<file path="config.mk">
export PLATFORM = sky130hd
export DESIGN_NAME = pipe_stage_elastic
export DESIGN_NICKNAME = d
export VERILOG_FILES = /design/src/rtl/pipe_pkg.sv /design/src/rtl/pipe_entry.sv /design/src/rtl/pipe_stage_elastic.sv
export SDC_FILE = /design/constraint.sdc
export NUM_CORES = 1
export LEC_CHECK = 0
export BUFFER_PORTS_ARGS = -buffer_cell sky130_fd_sc_hd__buf_2
export CAP_MARGIN = 20
export CORE_ASPECT_RATIO = 0.9
export CORE_MARGIN = 5
export CORE_UTILIZATION = 46
export CTS_BUF_LIST = sky130_fd_sc_hd__clkbuf_8
export DETAILED_ROUTE_END_ITERATION = 10
export PLACE_DENSITY = 0.78
export SETUP_SLACK_MARGIN = 0.02
export SLEW_MARGIN = 20
export SYNTH_ARGS = -nofsm -noshare
export SYNTH_HDL_FRONTEND = slang
export SYNTH_SLANG_ARGS = --single-unit
</file>
<file path="constraint.sdc">
create_clock -name clock -period 1.9 [get_ports clock]
set_input_delay 0.38 -clock clock [delete_from_list [all_inputs] [get_ports clock]]
set_output_delay 0.38 -clock clock [all_outputs]
set_load 0.1 [all_outputs]
</file>
<file path="src/rtl/pipe_pkg.sv">
// pipe_pkg -- shared definitions for the elastic pipeline stage.
//
// Contents:
//   PIPE_PC_W / PIPE_DATA_W / PIPE_CTRL_W : default payload widths
//   occ_t                                 : 2-bit held-beat count (0..2)
//   occ_count()                           : sums two slot-valid bits into occ_t
package pipe_pkg;

    localparam int PIPE_PC_W   = 12;
    localparam int PIPE_DATA_W = 96;
    localparam int PIPE_CTRL_W = 13;

    typedef logic [1:0] occ_t;

    function automatic occ_t occ_count(input logic a, input logic b);
        return occ_t'({1'b0, a}) + occ_t'({1'b0, b});
    endfunction

endpackage

</file>
<file path="src/rtl/pipe_entry.sv">
// pipe_entry -- one storage slot of the elastic stage (valid + pc + data + ctrl).
//
// Ports:
//   clock    : rising-edge clock
//   reset    : asynchronous active-low reset, clears every field
//   i_en     : load the slot from i_vld/i_pc/i_data/i_ctrl at the edge
//   i_clr    : invalidate the slot and clear its ctrl bits (wins over i_en)
//   i_vld    : valid bit to load; loading a bubble also clears ctrl
//   i_pc     : program counter to load
//   i_data   : data payload to load
//   i_ctrl   : control payload to load
//   o_valid  : slot holds a beat
//   o_pc     : stored program counter
//   o_data   : stored data payload
//   o_ctrl   : stored control payload (zero whenever the slot is empty)
module pipe_entry
    import pipe_pkg::*;
#(
    parameter int PC_W   = PIPE_PC_W,
    parameter int DATA_W = PIPE_DATA_W,
    parameter int CTRL_W = PIPE_CTRL_W
) (
    input  logic              clock,
    input  logic              reset,
    input  logic              i_en,
    input  logic              i_clr,
    input  logic              i_vld,
    input  logic [PC_W-1:0]   i_pc,
    input  logic [DATA_W-1:0] i_data,
    input  logic [CTRL_W-1:0] i_ctrl,
    output logic              o_valid,
    output logic [PC_W-1:0]   o_pc,
    output logic [DATA_W-1:0] o_data,
    output logic [CTRL_W-1:0] o_ctrl
);

    logic              r_valid;
    logic [PC_W-1:0]   r_pc;
    logic [DATA_W-1:0] r_data;
    logic [CTRL_W-1:0] r_ctrl;

    always_ff @(posedge clock or negedge reset) begin
        if (!reset) begin
            r_valid <= 1'b0;
            r_pc    <= '0;
            r_data  <= '0;
            r_ctrl  <= '0;
        end else if (i_clr) begin
            r_valid <= 1'b0;
            r_ctrl  <= '0;
        end else if (i_en) begin
            r_valid <= i_vld;
            r_pc    <= i_pc;
            r_data  <= i_data;
            // A bubble never carries control bits.
            r_ctrl  <= i_vld ? i_ctrl : '0;
        end
    end

    assign o_valid = r_valid;
    assign o_pc    = r_pc;
    assign o_data  = r_data;
    assign o_ctrl  = r_ctrl;

endmodule

</file>
<file path="src/rtl/pipe_stage_elastic.sv">
// pipe_stage_elastic -- elastic pipeline register with flush and stall.
//
// Build option: define PIPE_STAGE_SKID_EN for skid mode (main + skid slot,
// occupancy 0..2, in_ready driven from the skid-valid flop). Without it the
// stage is a single slot (occupancy 0..1) with a combinational in_ready.
//
// Ports:
//   clock      : rising-edge clock
//   reset      : asynchronous active-low reset, drops all held beats
//   in_valid   : upstream beat offered
//   in_ready   : stage can accept the offered beat
//   in_pc      : upstream program counter
//   in_data    : upstream data payload
//   in_ctrl    : upstream control payload
//   out_valid  : downstream beat presented
//   out_ready  : downstream takes the beat
//   out_pc     : downstream program counter
//   out_data   : downstream data payload
//   out_ctrl   : downstream control payload, zero whenever out_valid=0
//   flush      : discard all held beats (beats priority over stall/accept/emit)
//   stall      : freeze both handshakes
//   occupancy  : number of held beats
module pipe_stage_elastic
    import pipe_pkg::*;
#(
    parameter int PC_W   = PIPE_PC_W,
    parameter int DATA_W = PIPE_DATA_W,
    parameter int CTRL_W = PIPE_CTRL_W
) (
    input  logic              clock,
    input  logic              reset,
    input  logic              in_valid,
    output logic              in_ready,
    input  logic [PC_W-1:0]   in_pc,
    input  logic [DATA_W-1:0] in_data,
    input  logic [CTRL_W-1:0] in_ctrl,
    output logic              out_valid,
    input  logic              out_ready,
    output logic [PC_W-1:0]   out_pc,
    output logic [DATA_W-1:0] out_data,
    output logic [CTRL_W-1:0] out_ctrl,
    input  logic              flush,
    input  logic              stall,
    output occ_t              occupancy
);

    logic              w_main_valid;
    logic [PC_W-1:0]   w_main_pc;
    logic [DATA_W-1:0] w_main_data;
    logic [CTRL_W-1:0] w_main_ctrl;

    logic              w_main_en;
    logic              w_main_vld_d;
    logic [PC_W-1:0]   w_main_pc_d;
    logic [DATA_W-1:0] w_main_data_d;
    logic [CTRL_W-1:0] w_main_ctrl_d;

    logic              w_accept;

    // Output side: stall hides the held beat, and the ctrl mask keeps
    // bubbles (including stalled beats) free of control bits.
    assign out_valid = w_main_valid & ~stall;
    assign out_pc    = w_main_pc;
    assign out_data  = w_main_data;
    assign out_ctrl  = out_valid ? w_main_ctrl : '0;

    assign w_accept  = in_valid & in_ready;

`ifdef PIPE_STAGE_SKID_EN

    logic              w_skid_valid;
    logic [PC_W-1:0]   w_skid_pc;
    logic [DATA_W-1:0] w_skid_data;
    logic [CTRL_W-1:0] w_skid_ctrl;
    logic              w_skid_en;
    logic              w_skid_vld_d;
    logic              w_emit;
    logic              w_skid_to_main;

    assign w_emit         = out_valid & out_ready;
    assign w_skid_to_main = w_emit & w_skid_valid;

    // in_ready comes straight from the skid-valid flop (gated only by
    // stall), so there is no combinational path from out_ready.
    assign in_ready = ~w_skid_valid & ~stall;

    // Main refills whenever it empties or emits: from skid if skid holds
    // the older beat, otherwise from the input (a bubble if no accept).
    assign w_main_en     = w_emit | ~w_main_valid;
    assign w_main_vld_d  = w_skid_to_main | w_accept;
    assign w_main_pc_d   = w_skid_to_main ? w_skid_pc   : in_pc;
    assign w_main_data_d = w_skid_to_main ? w_skid_data : in_data;
    assign w_main_ctrl_d = w_skid_to_main ? w_skid_ctrl : in_ctrl;

    // Skid captures a beat only when main is full and not draining; it
    // empties when its beat moves into main.
    assign w_skid_vld_d = w_accept & w_main_valid & ~w_emit;
    assign w_skid_en    = w_skid_vld_d | w_skid_to_main;

    pipe_entry #(
        .PC_W   (PC_W),
        .DATA_W (DATA_W),
        .CTRL_W (CTRL_W)
    ) u_skid (
        .clock   (clock),
        .reset   (reset),
        .i_en    (w_skid_en),
        .i_clr   (flush),
        .i_vld   (w_skid_vld_d),
        .i_pc    (in_pc),
        .i_data  (in_data),
        .i_ctrl  (in_ctrl),
        .o_valid (w_skid_valid),
        .o_pc    (w_skid_pc),
        .o_data  (w_skid_data),
        .o_ctrl  (w_skid_ctrl)
    );

    assign occupancy = occ_count(w_main_valid, w_skid_valid);

`else

    // Single slot: load whenever the slot is empty or being drained.
    assign in_ready      = ~stall & (~w_main_valid | out_ready);
    assign w_main_en     = in_ready;
    assign w_main_vld_d  = w_accept;
    assign w_main_pc_d   = in_pc;
    assign w_main_data_d = in_data;
    assign w_main_ctrl_d = in_ctrl;

    assign occupancy = occ_count(w_main_valid, 1'b0);

`endif

    // Main slot: the beat presented downstream.
    pipe_entry #(
        .PC_W   (PC_W),
        .DATA_W (DATA_W),
        .CTRL_W (CTRL_W)
    ) u_main (
        .clock   (clock),
        .reset   (reset),
        .i_en    (w_main_en),
        .i_clr   (flush),
        .i_vld   (w_main_vld_d),
        .i_pc    (w_main_pc_d),
        .i_data  (w_main_data_d),
        .i_ctrl  (w_main_ctrl_d),
        .o_valid (w_main_valid),
        .o_pc    (w_main_pc),
        .o_data  (w_main_data),
        .o_ctrl  (w_main_ctrl)
    );

endmodule

</file>
==> results of run 1 <==
report_power, final:
| group | switching, µW | internal [µW] | leakage [µW] | total, µW |
|---|---|---|---|---|
| Combinational | 3400 | 759 | 0.00182 | 4160 |
| Sequential | 192 | 2990 | 0.00146 | 3180 |
| Clock | 1060 | 1160 | 0.000184 | 2220 |
sequential cells by signal, indices dropped and copies added, names as in the netlist:
name and cells:
u_main.o_valid 1, u_main.o_ctrl 13, u_main.o_pc 12, u_main.o_data 96
cell usage in the layout (no fill, tap or decap), types with 2 or more instances in the layout:
cell type / Yosys / layout
bufinv_16: 0 / 2
buf_4: 2 / 8
and2_2: 0 / 2
buf_2: 10 / 234
and2_4: 0 / 11
mux2_2: 88 / 88
clkinv_2: 0 / 4
nor2b_4: 1 / 2
clkinvlp_4: 0 / 5
clkinv_4: 0 / 3
mux2_4: 20 / 20
buf_12: 0 / 18
dfrtp_1: 122 / 122
a22o_1: 13 / 13
clkbuf_8: 0 / 17
buf_6: 3 / 2
through the flow:
stage,instance area (µm²),util (%)
2_1_floorplan,4720,-
3_3_place_gp,6380,63.0
3_5_place_dp,6380,63.0
4_1_cts,6790,67.1
5_1_grt,6830,67.5
6_report,6830,67.5
final timing paths:
path                                   startpoint  depth (start not counted)                end
min in group asynchronous                   reset                          2   u_main.o_ctrl[2]
worst min register to register  u_main.o_data[32]                          1  u_main.o_data[32]
max in group asynchronous                   reset                          3  u_main.o_data[74]
worst max register to register     u_main.o_valid                          4  u_main.o_data[73]
worst max-delay path               u_main.o_valid                          4        out_ctrl[9]
worst min-delay path                   in_ctrl[2]                          2   u_main.o_ctrl[2]
final cells by class:
type	count	area (µm²)
sequential	122	3050
multi-input combinational	142	1600
timing repair buffer	264	1630
clock buffer	17	234
fill	740	3290
tap	129	161
clock inverter	15	153
what timing repair did:
action,4_1_cts,5_1_grt
buffers inserted,1,2
pin swaps,0,1
setup endpoints to repair,14,14
hold buffers,1,0
hold endpoints to repair,21,0
gates resized for setup,3,12
metal layers:
layer  routed length, µm  up-vias  global-route usage [%]
met4                 222        0                    8.68
met2                6140      151                    32.8
met3                1210       17                    7.29
li1                    -     1517                       -
met5                   0        -                       0
met1                4240     1592                    20.9
kinds of logic after synthesis:
| group | Yosys count | share of synthesized area, % |
|---|---|---|
| flip-flops | 122 | 64.9 |
| AND/OR/NAND/NOR | 18 | 2.55 |
| buffers and inverters | 17 | 2.26 |
| multiplexers | 108 | 27.4 |
| AO/OA/AOI/OAI | 15 | 2.79 |
| other | 1 | 0.0797 |
==> results.sh, run 1 <==
export IMPL_clock_sinks=122
export IMPL_ys_seq_elements=122
export IMPL_grt_pass1_vias=3684
export IMPL_cp_arrival_ns=1.47
export IMPL_power_density_nw_per_um2=1400
export IMPL_place_gp_congestion=0.735
export IMPL_final_nets=674
export IMPL_synth_top_flop_cell="dfrtp_1"
export IMPL_core_area_um2=10100
export IMPL_path_delay_family="flip-flops"
export IMPL_dieArea_um2=12400
export IMPL_total_power_uw=9570
export IMPL_grt_pass1_wl_mm=18.0
export IMPL_cts_htree_levels=4
export IMPL_first_iter_violations=102
export IMPL_rsz0062_at_grt="true"
export IMPL_start_util_pct=46.5
export IMPL_wl_mm=11.8
export IMPL_wl_per_cell_um=17.1
export IMPL_antennaDiodeCount=0
export IMPL_synth_avg_cell_area_um2=16.7
export IMPL_hold_viol=0
export IMPL_async_flop_share_pct=100
export IMPL_setup_viol=0
export IMPL_synthTopCellsByCount="122 x dfrtp_1, 88 x mux2_2, 20 x mux2_4, 13 x a22o_1, 13 x and2_1"
export IMPL_area_delta_synth_final_pct=45.1
export IMPL_layout_setup_ws_ns=0.0482
export IMPL_yosysSeqAreaShare_pct=64.9
export IMPL_clkLatencyLatePin_ns=0.42
export IMPL_outcome="completed"
export IMPL_via_per_inst=4.76
export IMPL_start_kind="flop"
export IMPL_die_h_um=106
export IMPL_syn_nets=408
export IMPL_clock_path_buffers=2
export IMPL_pre_cts_ws_ns=0.218
export IMPL_drv_cap=0
export IMPL_finClkSkew_ns=0.00659
export IMPL_cp_max_fo=8
export IMPL_synth_distinct_cells=17
export IMPL_tns_ns=0
export IMPL_antenna_found_initial=0
export IMPL_postRouteAntennaNets=0
export IMPL_path_cells="nor2b_4, buf_6, and2_2, buf_12"
export IMPL_grtUsageTotal_pct=19.2
export IMPL_synth_edf_count=0
export IMPL_synthDominantCellAreaShare_pct=64.9
export IMPL_synthCells=281
export IMPL_path_class="flop to primary output"
export IMPL_portBuffers=250
export IMPL_hold_slack_ns=0.171
export IMPL_path_clk_slew_ns=0.07
export IMPL_cp_slowest_stage_delay_ns=0.40
export IMPL_peakVddDrop_uv=966
export IMPL_p_leak_uw=0.00346
export IMPL_critPathCaptureType="primary output"
export IMPL_hp_class="input port to flop"
export IMPL_cp_slowest_cell="dfrtp_1"
export IMPL_dp_cells=653
export IMPL_syn_area_um2=4710
export IMPL_fp_dieW_um=117
export IMPL_place_hpwl_mm=9.03
export IMPL_cts_tree="built"
export IMPL_instances_no_fill=689
export IMPL_fmax_ghz=0.540
export IMPL_drc=0
export IMPL_ys_warn_count=0
export IMPL_drive_gt1_share_pct=75.4
export IMPL_grt_max_degree=54
export IMPL_finalMaxSlewViolations=0
export IMPL_cts_root_buffer_cell="clkbuf_8"
export IMPL_cts_inserted_buffers=17
export IMPL_drtPass1Iterations=4
export IMPL_fin_crit_ns=1.85
export IMPL_yosys_area_top_type="dfrtp_1"
export IMPL_synth_most_common_cell="dfrtp_1"
export IMPL_synth_area_leaders="dfrtp_1 65%, mux2_2 21%, mux2_4 6.4%, a22o_1 2.4%, and2_1 1.7%"
export IMPL_overflow=0
export IMPL_critPathBufInv=2
export IMPL_row_count=35
export IMPL_r2r_slack_ns=0.26
export IMPL_vias=3277
export IMPL_io_pins=252
export IMPL_critical_path_required_ns=1.52
export IMPL_min_period_over_period_pct=97.5
Power figures use the tool's default switching activity.
==> inputs of run 2 (changes only) <==
--- a/config.mk
+++ b/config.mk
@@ -5,14 +5,15 @@
 export SDC_FILE = /design/constraint.sdc
 export NUM_CORES = 1
 export LEC_CHECK = 0
+export ABC_AREA = 1
 export BUFFER_PORTS_ARGS = -buffer_cell sky130_fd_sc_hd__buf_2
 export CAP_MARGIN = 20
 export CORE_ASPECT_RATIO = 0.9
 export CORE_MARGIN = 5
-export CORE_UTILIZATION = 46
+export CORE_UTILIZATION = 48
 export CTS_BUF_LIST = sky130_fd_sc_hd__clkbuf_8
 export DETAILED_ROUTE_END_ITERATION = 10
-export PLACE_DENSITY = 0.78
+export PLACE_DENSITY = 0.79
 export SETUP_SLACK_MARGIN = 0.02
 export SLEW_MARGIN = 20
 export SYNTH_ARGS = -nofsm -noshare
==> run 2 against run 1 <==
  * Combinational power shrank 12%
  * Hold slack gained 0.042 ns
  * Via count grew 56%
  * Worst setup slack gained 0.0092 ns
  * Critical endpoint unchanged
  * Wire length grew 27%
  * Largest cell class unchanged
==> results.sh, run 2 <==
export IMPL_overflow=0
export IMPL_first_iter_violations=454
export IMPL_wl_mm=15.0
export IMPL_clkLatencyLatePin_ns=0.42
export IMPL_hold_depth=3
export IMPL_synth_top_family_by_area="simple AND/OR/NAND/NOR gates"
export IMPL_critPathCaptureType="primary output"
export IMPL_dp_cells=925
export IMPL_yosys_area_share_simple_pct=34.2
export IMPL_drv_cap=0
export IMPL_grtUsageTotal_pct=23.1
export IMPL_power_density_nw_per_um2=1270
export IMPL_slew_headroom_pct=49.7
export IMPL_tightest_slew_ns=0.755
export IMPL_synthCells=581
export IMPL_post_route_util_pct=67.6
export IMPL_fill_cells=877
export IMPL_path_class="flop to primary output"
export IMPL_largest_register_ffs=96
export IMPL_switchingPower_uw=4260
export IMPL_vias=5125
export IMPL_p_leak_uw=0.00406
export IMPL_synth_adder_area_share_pct=0
export IMPL_synthXorXnorAreaFrac_pct=0
export IMPL_final_cell_mix="234 x buf_2, 232 x nand2_1, 121 x nand4_1, 121 x dfrtp_1, 21 x clkbuf_8"
export IMPL_via_per_inst=5.34
export IMPL_final_nets=940
export IMPL_internal_power_uw=4870
export IMPL_ys_warn_count=0
export IMPL_grt_pass1_wl_mm=23.9
export IMPL_fp_dieW_um=120
export IMPL_hold_viol=0
export IMPL_place_hpwl_mm=10.6
export IMPL_place_gp_congestion=0.795
export IMPL_synth_compound_area_share_pct=0
export IMPL_cts_root_buffer_cell="clkbuf_8"
export IMPL_rsz0062_at_grt="true"
export IMPL_io_pins=252
export IMPL_clock_path_buffers=2
export IMPL_synth_top_flop_cell="dfrtp_1"
export IMPL_peakVddDrop_uv=751
export IMPL_die_h_um=109
export IMPL_cts_inserted_buffers=17
export IMPL_clkPwrFrac_pct=25.9
export IMPL_muxShareOfSynthArea_pct=0
export IMPL_dieArea_um2=13000
export IMPL_grt_max_degree=98
export IMPL_yosysSeqAreaShare_pct=58.9
export IMPL_min_period_over_period_pct=97.0
export IMPL_row_count=36
export IMPL_fin_crit_ns=1.84
export IMPL_path_clk_slew_ns=0.07
export IMPL_wl_per_cell_um=15.7
export IMPL_drc=0
export IMPL_syn_area_um2=5180
export IMPL_hp_class="input port to flop"
export IMPL_critical_path_required_ns=1.52
export IMPL_start_util_pct=48.5
export IMPL_setup_viol=0
export IMPL_synthDominantCellAreaShare_pct=58.9
export IMPL_core_area_um2=10700
export IMPL_yosys_area_top_type="dfrtp_1"
export IMPL_hold_slack_ns=0.213
export IMPL_cp_max_fo=6
export IMPL_synthTopCellsByCount="233 x nand2_1, 122 x dfrtp_1, 121 x nand4_1, 39 x buf_2, 17 x inv_1"
export IMPL_clock_sinks=122
export IMPL_p_seq_share_pct=34.2
export IMPL_start_kind="flop"
export IMPL_finalMaxSlewViolations=0
export IMPL_p_sw_share_pct=46.7
export IMPL_outcome="completed"
export IMPL_synth_area_leaders="dfrtp_1 59%, nand2_1 17%, nand4_1 15%, buf_2 3.8%, nand3_1 1.4%"
export IMPL_async_flop_share_pct=100
export IMPL_drive_gt1_share_pct=37.7
export IMPL_final_common_cell="buf_2"
export IMPL_cts_htree_levels=4
export IMPL_antennaDiodeCount=0
export IMPL_finClkSkew_ns=0.00716
export IMPL_postRouteAntennaNets=0
export IMPL_pwr_share_comb_pct=39.9
export IMPL_r2r_cells=5
export IMPL_syn_nets=708
export IMPL_total_power_uw=9140
export IMPL_synth_edf_count=0
export IMPL_antenna_found_initial=0
export IMPL_synth_most_common_cell="nand2_1"
export IMPL_fmax_ghz=0.543
export IMPL_cp_arrival_ns=1.46
export IMPL_grt_pass1_vias=4891
export IMPL_ys_seq_elements=122
export IMPL_synth_avg_cell_area_um2=8.92
export IMPL_synth_distinct_cells=14
export IMPL_portBuffers=250
export IMPL_area_delta_synth_final_pct=39.3
export IMPL_drtPass1Iterations=5
export IMPL_instances_no_fill=959
export IMPL_cts_tree="built"
==> run 2: cell types whose count changed after synthesis, sizes merged, moves of 15 or more <==
| cell | previous run | this run |
|---|---|---|
| inv | 0 | 19 |
| nand2 | 0 | 234 |
| buf | 15 | 44 |
| nand4 | 0 | 121 |
| nand3 | 0 | 15 |
| mux2 | 108 | 0 |
==> run 2: worst max-delay path, stage by stage, from the launching register on <==
cell,delay [ns]
dfrtp_2,0.41
nand2_2,0.12
buf_4,0.19
nor2_2,0.14
buf_12,0.19
==> run 2: repair_timing <==
action                                  in CTS  in global routing
resized for setup                            3                  0
endpoints found under the setup margin      15                  5
hold endpoints to repair                   122                  0
hold buffers                                 1                  0
setup buffers                                1                  0
==> run 2: metrics by stage <==
step	setup slack (ns)	setup TNS [ns]	cell area, µm²
floorplan	-0.309	-2.61	5230
global placement	0.247	0	6770
detailed placement	0.233	0	6770
CTS	0.0276	0	7210
global route	-0.0267	-0.0925	7210
finish	0.0575	0	7210
==> run 2: kinds of logic after synthesis <==
logic type,after synthesis
simple gates,384
buf+inv,74
flops,122
other cells,1
==> run 2: worst paths after layout <==
check,slack [ns],end,start
hold reg to reg,0.47,u_main.o_pc[8],u_main.o_pc[8]
setup reg to reg,0.58,u_main.o_data[7],u_main.o_valid
max in group asynchronous,1.08,u_main.o_valid,reset
setup / recovery,0.06,out_ctrl[9],u_main.o_valid
hold / removal,0.21,u_main.o_ctrl[5],in_ctrl[5]
min in group asynchronous,0.53,u_main.o_data[33],reset
==> run 2: power by group through the flow <==
stage	logic [µW]	clock network (µW)	registers (µW)
global placement	3620	0	3150
finish	3650	2370	3120
global route	3790	2540	3160
detailed placement	3650	0	3160
floorplan	506	0	5570
CTS	3660	2420	3120
==> run 2: final cells by class <==
class | count | area [µm²] | area share [%]
sequential | 122 | 3050 | 42.3
multi-input combinational | 385 | 1840 | 25.5
timing repair buffer | 268 | 1670 | 23.1
clock buffer | 21 | 289 | 4.01
tap | 133 | 166 | 2.31
clock inverter | 11 | 126 | 1.75
inverter | 19 | 73.8 | 1.02
==> run 2: metal layers <==
layer,vias to the layer above,wire [µm],global-route usage [%]
met4,0,451,9.16
li1,2416,-,-
met3,40,1210,7.01
met1,2411,5770,27.8
met2,258,7620,39.0
met5,-,0,0
